### config.mk
export PLATFORM = sky130hd
export DESIGN_NAME = mc_control_unit
export DESIGN_NICKNAME = d
export VERILOG_FILES = /design/src/rtl/mips_ctrl_pkg.sv /design/src/rtl/mc_ctrl_decode.sv /design/src/rtl/mc_control_unit.sv
export SDC_FILE = /design/constraint.sdc
export NUM_CORES = 1
export LEC_CHECK = 0
export BUFFER_PORTS_ARGS = -buffer_cell sky130_fd_sc_hd__buf_2
export CORE_UTILIZATION = 46
export DETAILED_ROUTE_END_ITERATION = 16
export PLACE_DENSITY = 0.86
export SLEW_MARGIN = 5
export SYNTH_ARGS = -nofsm -noshare
export SYNTH_HDL_FRONTEND = slang
export SYNTH_HIERARCHICAL = 1
export SYNTH_SLANG_ARGS = --single-unit
### constraint.sdc
create_clock -name cclk -period 2.58 [get_ports cclk]
set_clock_uncertainty 0.15 [all_clocks]
set_input_delay 0.387 -clock cclk [delete_from_list [all_inputs] [get_ports cclk]]
set_output_delay 0.387 -clock cclk [all_outputs]
set_load 0.01 [all_outputs]
### src/rtl/mips_ctrl_pkg.sv
// Shared encodings for the multi-cycle MIPS control path: opcodes, FSM
// states, ALU operation codes, datapath select codes and the control word.
package mips_ctrl_pkg;

  // Primary opcodes (Instr[31:26])
  localparam logic [5:0] OP_R    = 6'd0;
  localparam logic [5:0] OP_J    = 6'd2;
  localparam logic [5:0] OP_BEQ  = 6'd4;
  localparam logic [5:0] OP_BNE  = 6'd5;
  localparam logic [5:0] OP_ADDI = 6'd8;
  localparam logic [5:0] OP_SLTI = 6'd10;
  localparam logic [5:0] OP_ANDI = 6'd12;
  localparam logic [5:0] OP_ORI  = 6'd13;
  localparam logic [5:0] OP_LW   = 6'd35;
  localparam logic [5:0] OP_SW   = 6'd43;

  // FSM state encodings; these values are visible on state_dbg
  localparam logic [3:0] S_FETCH     = 4'd0;
  localparam logic [3:0] S_DECODE    = 4'd1;
  localparam logic [3:0] S_MEM_ADR   = 4'd2;
  localparam logic [3:0] S_MEM_READ  = 4'd3;
  localparam logic [3:0] S_MEM_WB    = 4'd4;
  localparam logic [3:0] S_MEM_WRITE = 4'd5;
  localparam logic [3:0] S_EXECUTE   = 4'd6;
  localparam logic [3:0] S_ALU_WB    = 4'd7;
  localparam logic [3:0] S_BRANCH    = 4'd8;
  localparam logic [3:0] S_ITYPE_EX  = 4'd9;
  localparam logic [3:0] S_ITYPE_WB  = 4'd10;
  localparam logic [3:0] S_JUMP      = 4'd11;

  // ALUOp codes; funct decoding happens in the ALU control, not here
  localparam logic [2:0] ALU_ADD   = 3'b000;
  localparam logic [2:0] ALU_SUB   = 3'b001;
  localparam logic [2:0] ALU_FUNCT = 3'b010;
  localparam logic [2:0] ALU_AND   = 3'b011;
  localparam logic [2:0] ALU_OR    = 3'b100;
  localparam logic [2:0] ALU_SLT   = 3'b101;

  // Conditional PC write codes
  localparam logic [1:0] PCWC_NONE  = 2'b00;
  localparam logic [1:0] PCWC_ZERO  = 2'b01;
  localparam logic [1:0] PCWC_NZERO = 2'b10;

  // PC source selects
  localparam logic [1:0] PCSRC_ALU    = 2'b00;
  localparam logic [1:0] PCSRC_ALUOUT = 2'b01;
  localparam logic [1:0] PCSRC_JUMP   = 2'b10;

  // ALU B operand selects
  localparam logic [1:0] SRCB_REG    = 2'b00;
  localparam logic [1:0] SRCB_FOUR   = 2'b01;
  localparam logic [1:0] SRCB_IMM    = 2'b10;
  localparam logic [1:0] SRCB_IMM_SH = 2'b11;

  // Instruction classes steering the DECODE dispatch
  typedef enum logic [2:0] {
    CLS_MEM,
    CLS_RTYPE,
    CLS_BRANCH,
    CLS_ITYPE,
    CLS_JUMP,
    CLS_ILLEGAL
  } op_class_e;

  // Immediate-ALU setup shared by ITYPE_EX and ITYPE_WB
  typedef struct packed {
    logic       ext_op;
    logic [2:0] alu_op;
  } imm_alu_t;

  // Full control word produced by the output decoder
  typedef struct packed {
    logic       mem_req;
    logic       iord;
    logic       mem_to_reg;
    logic       alu_src_a;
    logic       ext_op;
    logic       reg_dst;
    logic [1:0] pc_src;
    logic [1:0] alu_src_b;
    logic       ir_write;
    logic       mem_write;
    logic       pc_write;
    logic       reg_write;
    logic [1:0] pc_write_cond;
    logic [2:0] alu_op;
    logic       illegal_op;
  } ctrl_t;

  localparam ctrl_t CTRL_IDLE = '0;

  // Map an opcode onto its dispatch class; disabled opcodes count as illegal
  function automatic op_class_e classify_op(input logic [5:0] op,
                                            input logic       en_bne,
                                            input logic       en_logic_imm);
    op_class_e cls;
    case (op)
      OP_LW, OP_SW:              cls = CLS_MEM;
      OP_R:                      cls = CLS_RTYPE;
      OP_BEQ:                    cls = CLS_BRANCH;
      OP_BNE:                    cls = en_bne ? CLS_BRANCH : CLS_ILLEGAL;
      OP_ADDI:                   cls = CLS_ITYPE;
      OP_SLTI, OP_ANDI, OP_ORI:  cls = en_logic_imm ? CLS_ITYPE : CLS_ILLEGAL;
      OP_J:                      cls = CLS_JUMP;
      default:                   cls = CLS_ILLEGAL;
    endcase
    return cls;
  endfunction

  // Extension mode and ALU operation for the immediate-ALU instructions;
  // logical immediates zero-extend, arithmetic ones sign-extend
  function automatic imm_alu_t imm_alu_setup(input logic [5:0] op);
    imm_alu_t s;
    case (op)
      OP_SLTI: s = '{ext_op: 1'b1, alu_op: ALU_SLT};
      OP_ANDI: s = '{ext_op: 1'b0, alu_op: ALU_AND};
      OP_ORI:  s = '{ext_op: 1'b0, alu_op: ALU_OR};
      default: s = '{ext_op: 1'b1, alu_op: ALU_ADD};
    endcase
    return s;
  endfunction

endpackage

### src/rtl/mc_ctrl_decode.sv
// Combinational output decoder: (state, opcode) -> control word.
// Pure Moore decode except for the FETCH strobes, which wait for the
// memory to complete, and the opcode-dependent fields in DECODE/BRANCH/ITYPE.
module mc_ctrl_decode
  import mips_ctrl_pkg::*;
#(
  parameter bit EN_BNE       = 1'b1,
  parameter bit EN_LOGIC_IMM = 1'b1
) (
  input  logic [3:0] state,
  input  logic [5:0] opcode,
  input  logic       mem_ready,
  output ctrl_t      ctrl
);

  imm_alu_t imm_setup;

  assign imm_setup = imm_alu_setup(opcode);

  // Build the control word for the current state; unlisted fields stay 0
  always_comb begin
    // NOTE: the idle default covers every field on every path, so no latch can be inferred.
    ctrl = CTRL_IDLE;
    case (state)
      S_FETCH: begin
        ctrl.mem_req   = 1'b1;
        ctrl.alu_src_b = SRCB_FOUR;
        ctrl.alu_op    = ALU_ADD;
        ctrl.ir_write  = mem_ready;
        ctrl.pc_write  = mem_ready;
      end
      S_DECODE: begin
        ctrl.alu_src_b  = SRCB_IMM_SH;
        ctrl.ext_op     = 1'b1;
        ctrl.illegal_op = (classify_op(opcode, EN_BNE, EN_LOGIC_IMM) == CLS_ILLEGAL);
      end
      S_MEM_ADR: begin
        ctrl.alu_src_a = 1'b1;
        ctrl.alu_src_b = SRCB_IMM;
        ctrl.ext_op    = 1'b1;
        ctrl.alu_op    = ALU_ADD;
      end
      S_MEM_READ: begin
        ctrl.mem_req = 1'b1;
        ctrl.iord    = 1'b1;
      end
      S_MEM_WB: begin
        ctrl.mem_to_reg = 1'b1;
        ctrl.reg_write  = 1'b1;
      end
      S_MEM_WRITE: begin
        // Held through a stall so the memory sees a stable request
        ctrl.mem_req   = 1'b1;
        ctrl.iord      = 1'b1;
        ctrl.mem_write = 1'b1;
      end
      S_EXECUTE: begin
        ctrl.alu_src_a = 1'b1;
        ctrl.alu_src_b = SRCB_REG;
        ctrl.alu_op    = ALU_FUNCT;
      end
      S_ALU_WB: begin
        ctrl.reg_dst   = 1'b1;
        ctrl.reg_write = 1'b1;
      end
      S_BRANCH: begin
        ctrl.alu_src_a     = 1'b1;
        ctrl.alu_src_b     = SRCB_REG;
        ctrl.alu_op        = ALU_SUB;
        ctrl.pc_src        = PCSRC_ALUOUT;
        ctrl.pc_write_cond = (opcode == OP_BNE) ? PCWC_NZERO : PCWC_ZERO;
      end
      S_ITYPE_EX: begin
        ctrl.alu_src_a = 1'b1;
        ctrl.alu_src_b = SRCB_IMM;
        ctrl.ext_op    = imm_setup.ext_op;
        ctrl.alu_op    = imm_setup.alu_op;
      end
      S_ITYPE_WB: begin
        // ExtOp/ALUOp kept stable while the result is written back
        ctrl.reg_write = 1'b1;
        ctrl.ext_op    = imm_setup.ext_op;
        ctrl.alu_op    = imm_setup.alu_op;
      end
      S_JUMP: begin
        ctrl.pc_src   = PCSRC_JUMP;
        ctrl.pc_write = 1'b1;
      end
      default: ctrl = CTRL_IDLE;
    endcase
  end

endmodule

### src/rtl/mc_control_unit.sv
// Multi-cycle MIPS control unit: state register and next-state logic,
// with output decoding delegated to mc_ctrl_decode. Outputs are forced
// to 0 while rst is high.
module mc_control_unit
  import mips_ctrl_pkg::*;
#(
  parameter bit MEM_HANDSHAKE = 1'b1,
  parameter bit EN_BNE        = 1'b1,
  parameter bit EN_LOGIC_IMM  = 1'b1
) (
  input  logic        cclk,
  input  logic        rst,
  input  logic [31:0] Instr,
  input  logic        mem_ready,
  output logic        MemReq,
  output logic        IorD,
  output logic        MemtoReg,
  output logic        ALUSrcA,
  output logic        ExtOp,
  output logic        RegDst,
  output logic [1:0]  PCSrc,
  output logic [1:0]  ALUSrcB,
  output logic        IRWrite,
  output logic        MemWrite,
  output logic        PCWrite,
  output logic        RegWrite,
  output logic [1:0]  PCWriteCond,
  output logic [2:0]  ALUOp,
  output logic        illegal_op,
  output logic [3:0]  state_dbg
);

  logic [3:0] state;
  logic [3:0] state_nxt;
  logic [5:0] opcode;
  logic       ready;
  op_class_e  op_class;
  ctrl_t      ctrl;
  ctrl_t      ctrl_out;
  logic       unused_instr_bits;

  assign opcode            = Instr[31:26];
  assign unused_instr_bits = ^Instr[25:0];

  // Without the handshake every memory access is taken to finish at once
  assign ready    = MEM_HANDSHAKE ? mem_ready : 1'b1;
  assign op_class = classify_op(opcode, EN_BNE, EN_LOGIC_IMM);

  // Next-state selection: dispatch in DECODE, stall on memory states
  always_comb begin
    state_nxt = state;
    case (state)
      S_FETCH:     state_nxt = ready ? S_DECODE : S_FETCH;
      S_DECODE: begin
        case (op_class)
          CLS_MEM:    state_nxt = S_MEM_ADR;
          CLS_RTYPE:  state_nxt = S_EXECUTE;
          CLS_BRANCH: state_nxt = S_BRANCH;
          CLS_ITYPE:  state_nxt = S_ITYPE_EX;
          CLS_JUMP:   state_nxt = S_JUMP;
          default:    state_nxt = S_FETCH;
        endcase
      end
      S_MEM_ADR:   state_nxt = (opcode == OP_SW) ? S_MEM_WRITE : S_MEM_READ;
      S_MEM_READ:  state_nxt = ready ? S_MEM_WB : S_MEM_READ;
      S_MEM_WB:    state_nxt = S_FETCH;
      S_MEM_WRITE: state_nxt = ready ? S_FETCH : S_MEM_WRITE;
      S_EXECUTE:   state_nxt = S_ALU_WB;
      S_ALU_WB:    state_nxt = S_FETCH;
      S_BRANCH:    state_nxt = S_FETCH;
      S_ITYPE_EX:  state_nxt = S_ITYPE_WB;
      S_ITYPE_WB:  state_nxt = S_FETCH;
      S_JUMP:      state_nxt = S_FETCH;
      default:     state_nxt = S_FETCH;
    endcase
  end

  // State register; reset wins over any pending stall
  always_ff @(posedge cclk) begin
    // NOTE: non-blocking assignment keeps every flop sampling pre-edge values.
    if (rst) state <= S_FETCH;
    else     state <= state_nxt;
  end

  mc_ctrl_decode #(
    .EN_BNE       (EN_BNE),
    .EN_LOGIC_IMM (EN_LOGIC_IMM)
  ) u_decode (
    .state     (state),
    .opcode    (opcode),
    .mem_ready (ready),
    .ctrl      (ctrl)
  );

  // Silence every output while reset is asserted
  assign ctrl_out = rst ? CTRL_IDLE : ctrl;

  assign MemReq      = ctrl_out.mem_req;
  assign IorD        = ctrl_out.iord;
  assign MemtoReg    = ctrl_out.mem_to_reg;
  assign ALUSrcA     = ctrl_out.alu_src_a;
  assign ExtOp       = ctrl_out.ext_op;
  assign RegDst      = ctrl_out.reg_dst;
  assign PCSrc       = ctrl_out.pc_src;
  assign ALUSrcB     = ctrl_out.alu_src_b;
  assign IRWrite     = ctrl_out.ir_write;
  assign MemWrite    = ctrl_out.mem_write;
  assign PCWrite     = ctrl_out.pc_write;
  assign RegWrite    = ctrl_out.reg_write;
  assign PCWriteCond = ctrl_out.pc_write_cond;
  assign ALUOp       = ctrl_out.alu_op;
  assign illegal_op  = ctrl_out.illegal_op;
  assign state_dbg   = rst ? S_FETCH : state;

endmodule

==> reports/results.tsv <==
metric	value	unit
port buffer count	32	
final non-filler cell total	185	
Area Growth Syn to Fin	21.50	%
Post-synth EDFFs	0	
Die Width	46.71	um
global-route wire length before repair	3698	um
most frequent cells in the layout	buf_2, nor2b_1, nor2_1	
synthesized area per cell	7.129	um^2
flop and latch count out of synthesis	4	
Reg with most FFs	state	
post-synth cell types	49	
P_sw	0.09738	mW
Sink Count	4	
depth of the worst hold-timing path	4	
worst-path cell chain	nand2b_1, mux2_2, o22ai_1, nor2b_1, buf_2	
status	complete, no violations	
Peak VDD IR	321.1	uV
die footprint	2182	um^2
largest net degree at the start of global routing	29	
RR Endpoint	state[1]$_SDFF_PP0_	
Vias per Instance	5.578	
ys flop type	dfxtp_1	
Setup Buffers After CTS	0	
placed cell count	182	
Sequential Power Share	26.6	%
Cell Area, Synth	919.6	um^2
pwr/cell area	235.5	nW/um^2
hold path start	mem_ready	
Row Count	15	
Slew Viols, Final	0	
R2R Setup Slk	0.78	ns
WL per Instance	13.09	um
# resized after CTS	0	
root buf cell	clkbuf_4	
maximum fanout along the worst path	16	
Startpoint Class	flip-flop	
critical path's top delay family	flip-flops	
Peak Freq	0.4172	GHz
power share of the clock group	30.0	%
Die Y	46.71	um
gpl congestion	0.7795	
Final #Nets	197	
initial core utilization	51.04	%
crit path max-delay cell type	dfxtp_1	
Ports	59	
share of the yosys chip area belonging to registers	8.707	%
hold_buf cts	0	
kind of critical path	flip-flop to primary output	
diode count	0	
CTS tree	done	
Worst Max-Slew Pin Slew	0.5768	ns
setup TNS	0	ns
Clock transition at path regs	0.04	ns
Residual DRC	0	
max FFs per register	4	
via count	1032	
Final Cycle Share	92.91	%
All-Layer GR Usage	22.80	%
vias in the first global route	885	
final setup vio count	0	
switch share	37.01	%
Max-cap violations	0	
Combinational Power Share	43.4	%
1st-iter DRT viols	13	
top flop regs	state (4)	
leak pwr	0.4705	nW
final hold violation count	0	
RSZ-0062 raised after global routing	false	
Worst EP arrival	1.86	ns
Final ANT Viol Nets	0	
internal power	0.1657	mW
Post-DP HPWL	1749	um
worst-skew pair later-pin latency	0.23	ns
Routed WL	2422	um
Hold EP	state[0]$_SDFF_PP0_	
most common cell after layout, fill and taps aside	buf_2	
worst hold path type	input pin to flip-flop	
aggregate global routing overflow	0	
worst r2r src	state[0]$_SDFF_PP0_	
Worst Reg-to-Reg Cells	5	
total CTS buffers	3	
Post-Syn Nets	164	
YS warnings	6	
crit-path max cell delay	0.65	ns
Post-synth ARST share	0	%
drt pass-1 iters	4	
antenna violations before repair	0	
CTS H-tree lvls	1	
total core area	1802	um^2
synthesized netlist cell count	129	
Max-slew headroom	61.50	%
CP bufs+invs	1	
fraction of layout cells with a size suffix above 1	33.75	%
final worst path period need	2.397	ns
Crit. End Element	primary output	
required time of the critical path	2.04	ns
clock tree buffer depth	2	
[worst max path at each step]
stage / start / to / cells past startpoint
after floorplan: state[0]$_SDFF_PP0_ / illegal_op / 5
after detailed placement: state[2]$_SDFF_PP0_ / RegWrite / 5
after global routing: state[2]$_SDFF_PP0_ / RegWrite / 5
after CTS: state[2]$_SDFF_PP0_ / RegWrite / 5
final: state[2]$_SDFF_PP0_ / RegWrite / 5
after global placement: state[2]$_SDFF_PP0_ / RegWrite / 5
[logic make-up (layout without fill, tap and decap cells)]
| kind of cell | after synthesis | after routing | synth area share [%] |
|---|---|---|---|
| AO/OA/AOI/OAI | 30 | 30 | 24.08 |
| XOR/XNOR | 2 | 2 | 1.905 |
| buffers and inverters | 13 | 44 | 7.073 |
| flip-flops | 4 | 4 | 8.708 |
| multiplexers | 3 | 3 | 3.537 |
| AND/OR/NAND/NOR | 77 | 77 | 54.69 |
[power by group through the flow]
stage | clock network (mW) | registers [mW] | logic, mW
global route | 0.0853 | 0.0706 | 0.125
finish | 0.0789 | 0.0701 | 0.114
CTS | 0.0803 | 0.0700 | 0.114
global placement | 0 | 0.0709 | 0.109
floorplan | 0 | 0.0688 | 0.0738
detailed placement | 0 | 0.0710 | 0.113
[per-layer routing]
layer | global-route usage, % | vias up | part of all wire (%)
met5 | 0 | - | 0
met4 | 5.143 | 0 | 0.29
met3 | 2.353 | 2 | 2.5
met2 | 40.28 | 24 | 51
met1 | 29.56 | 482 | 46
li1 | - | 524 | -
[area by class of cell]
class / count / area (um^2)
repair buffers: 36 / 190.2
clock buffers: 3 / 22.52
inverters: 5 / 18.77
flip-flops and latches: 4 / 80.08
multi-input cells: 112 / 774.5
well taps: 25 / 31.28
fillers: 171 / 684.4
[cell usage after synthesis, types with 3 or more instances]
| cell type | number | share of area [%] |
|---|---|---|
| nor2b_1 | 27 | 18 |
| nor2_1 | 9 | 3.7 |
| nor3_1 | 7 | 3.8 |
| a21oi_1 | 6 | 3.3 |
| inv_1 | 5 | 2.0 |
| nand2_1 | 5 | 2.0 |
| nand2b_1 | 5 | 3.4 |
| clkbuf_1 | 4 | 1.6 |
| dfxtp_1 | 4 | 8.7 |
| o21ai_0 | 4 | 2.2 |
| a31oi_1 | 3 | 2.0 |
| nand3_1 | 3 | 1.6 |
| or2_2 | 3 | 2.0 |
[through the flow]
step / hold WS, ns / setup slack [ns] / power (mW) / instance area [um^2] / util, %
6_report: 0.4105 / 0.1830 / 0.2631 / 1117 / 62.01
5_1_grt: 0.4578 / 0.01635 / 0.2810 / 1117 / 62.01
4_1_cts: 0.4127 / 0.1833 / 0.2642 / 1117 / 62.01
3_5_place_dp: 0.6168 / 0.4457 / 0.1839 / 1095 / 60.76
3_3_place_gp: 0.6104 / 0.5085 / 0.1798 / 1095 / 60.76
2_1_floorplan: 0.3191 / 0.6733 / 0.1426 / 919.6 / -
[worst reg2reg max path, delay by kind of cell, from the launching register on]
kind	cells	cell delay [ns]
AND/OR/NAND/NOR	2	0.53
AO/OA/AOI/OAI	2	0.38
buffers and inverters	1	0.21
flip-flops	1	0.43
(Power assumes the default switching activity.)
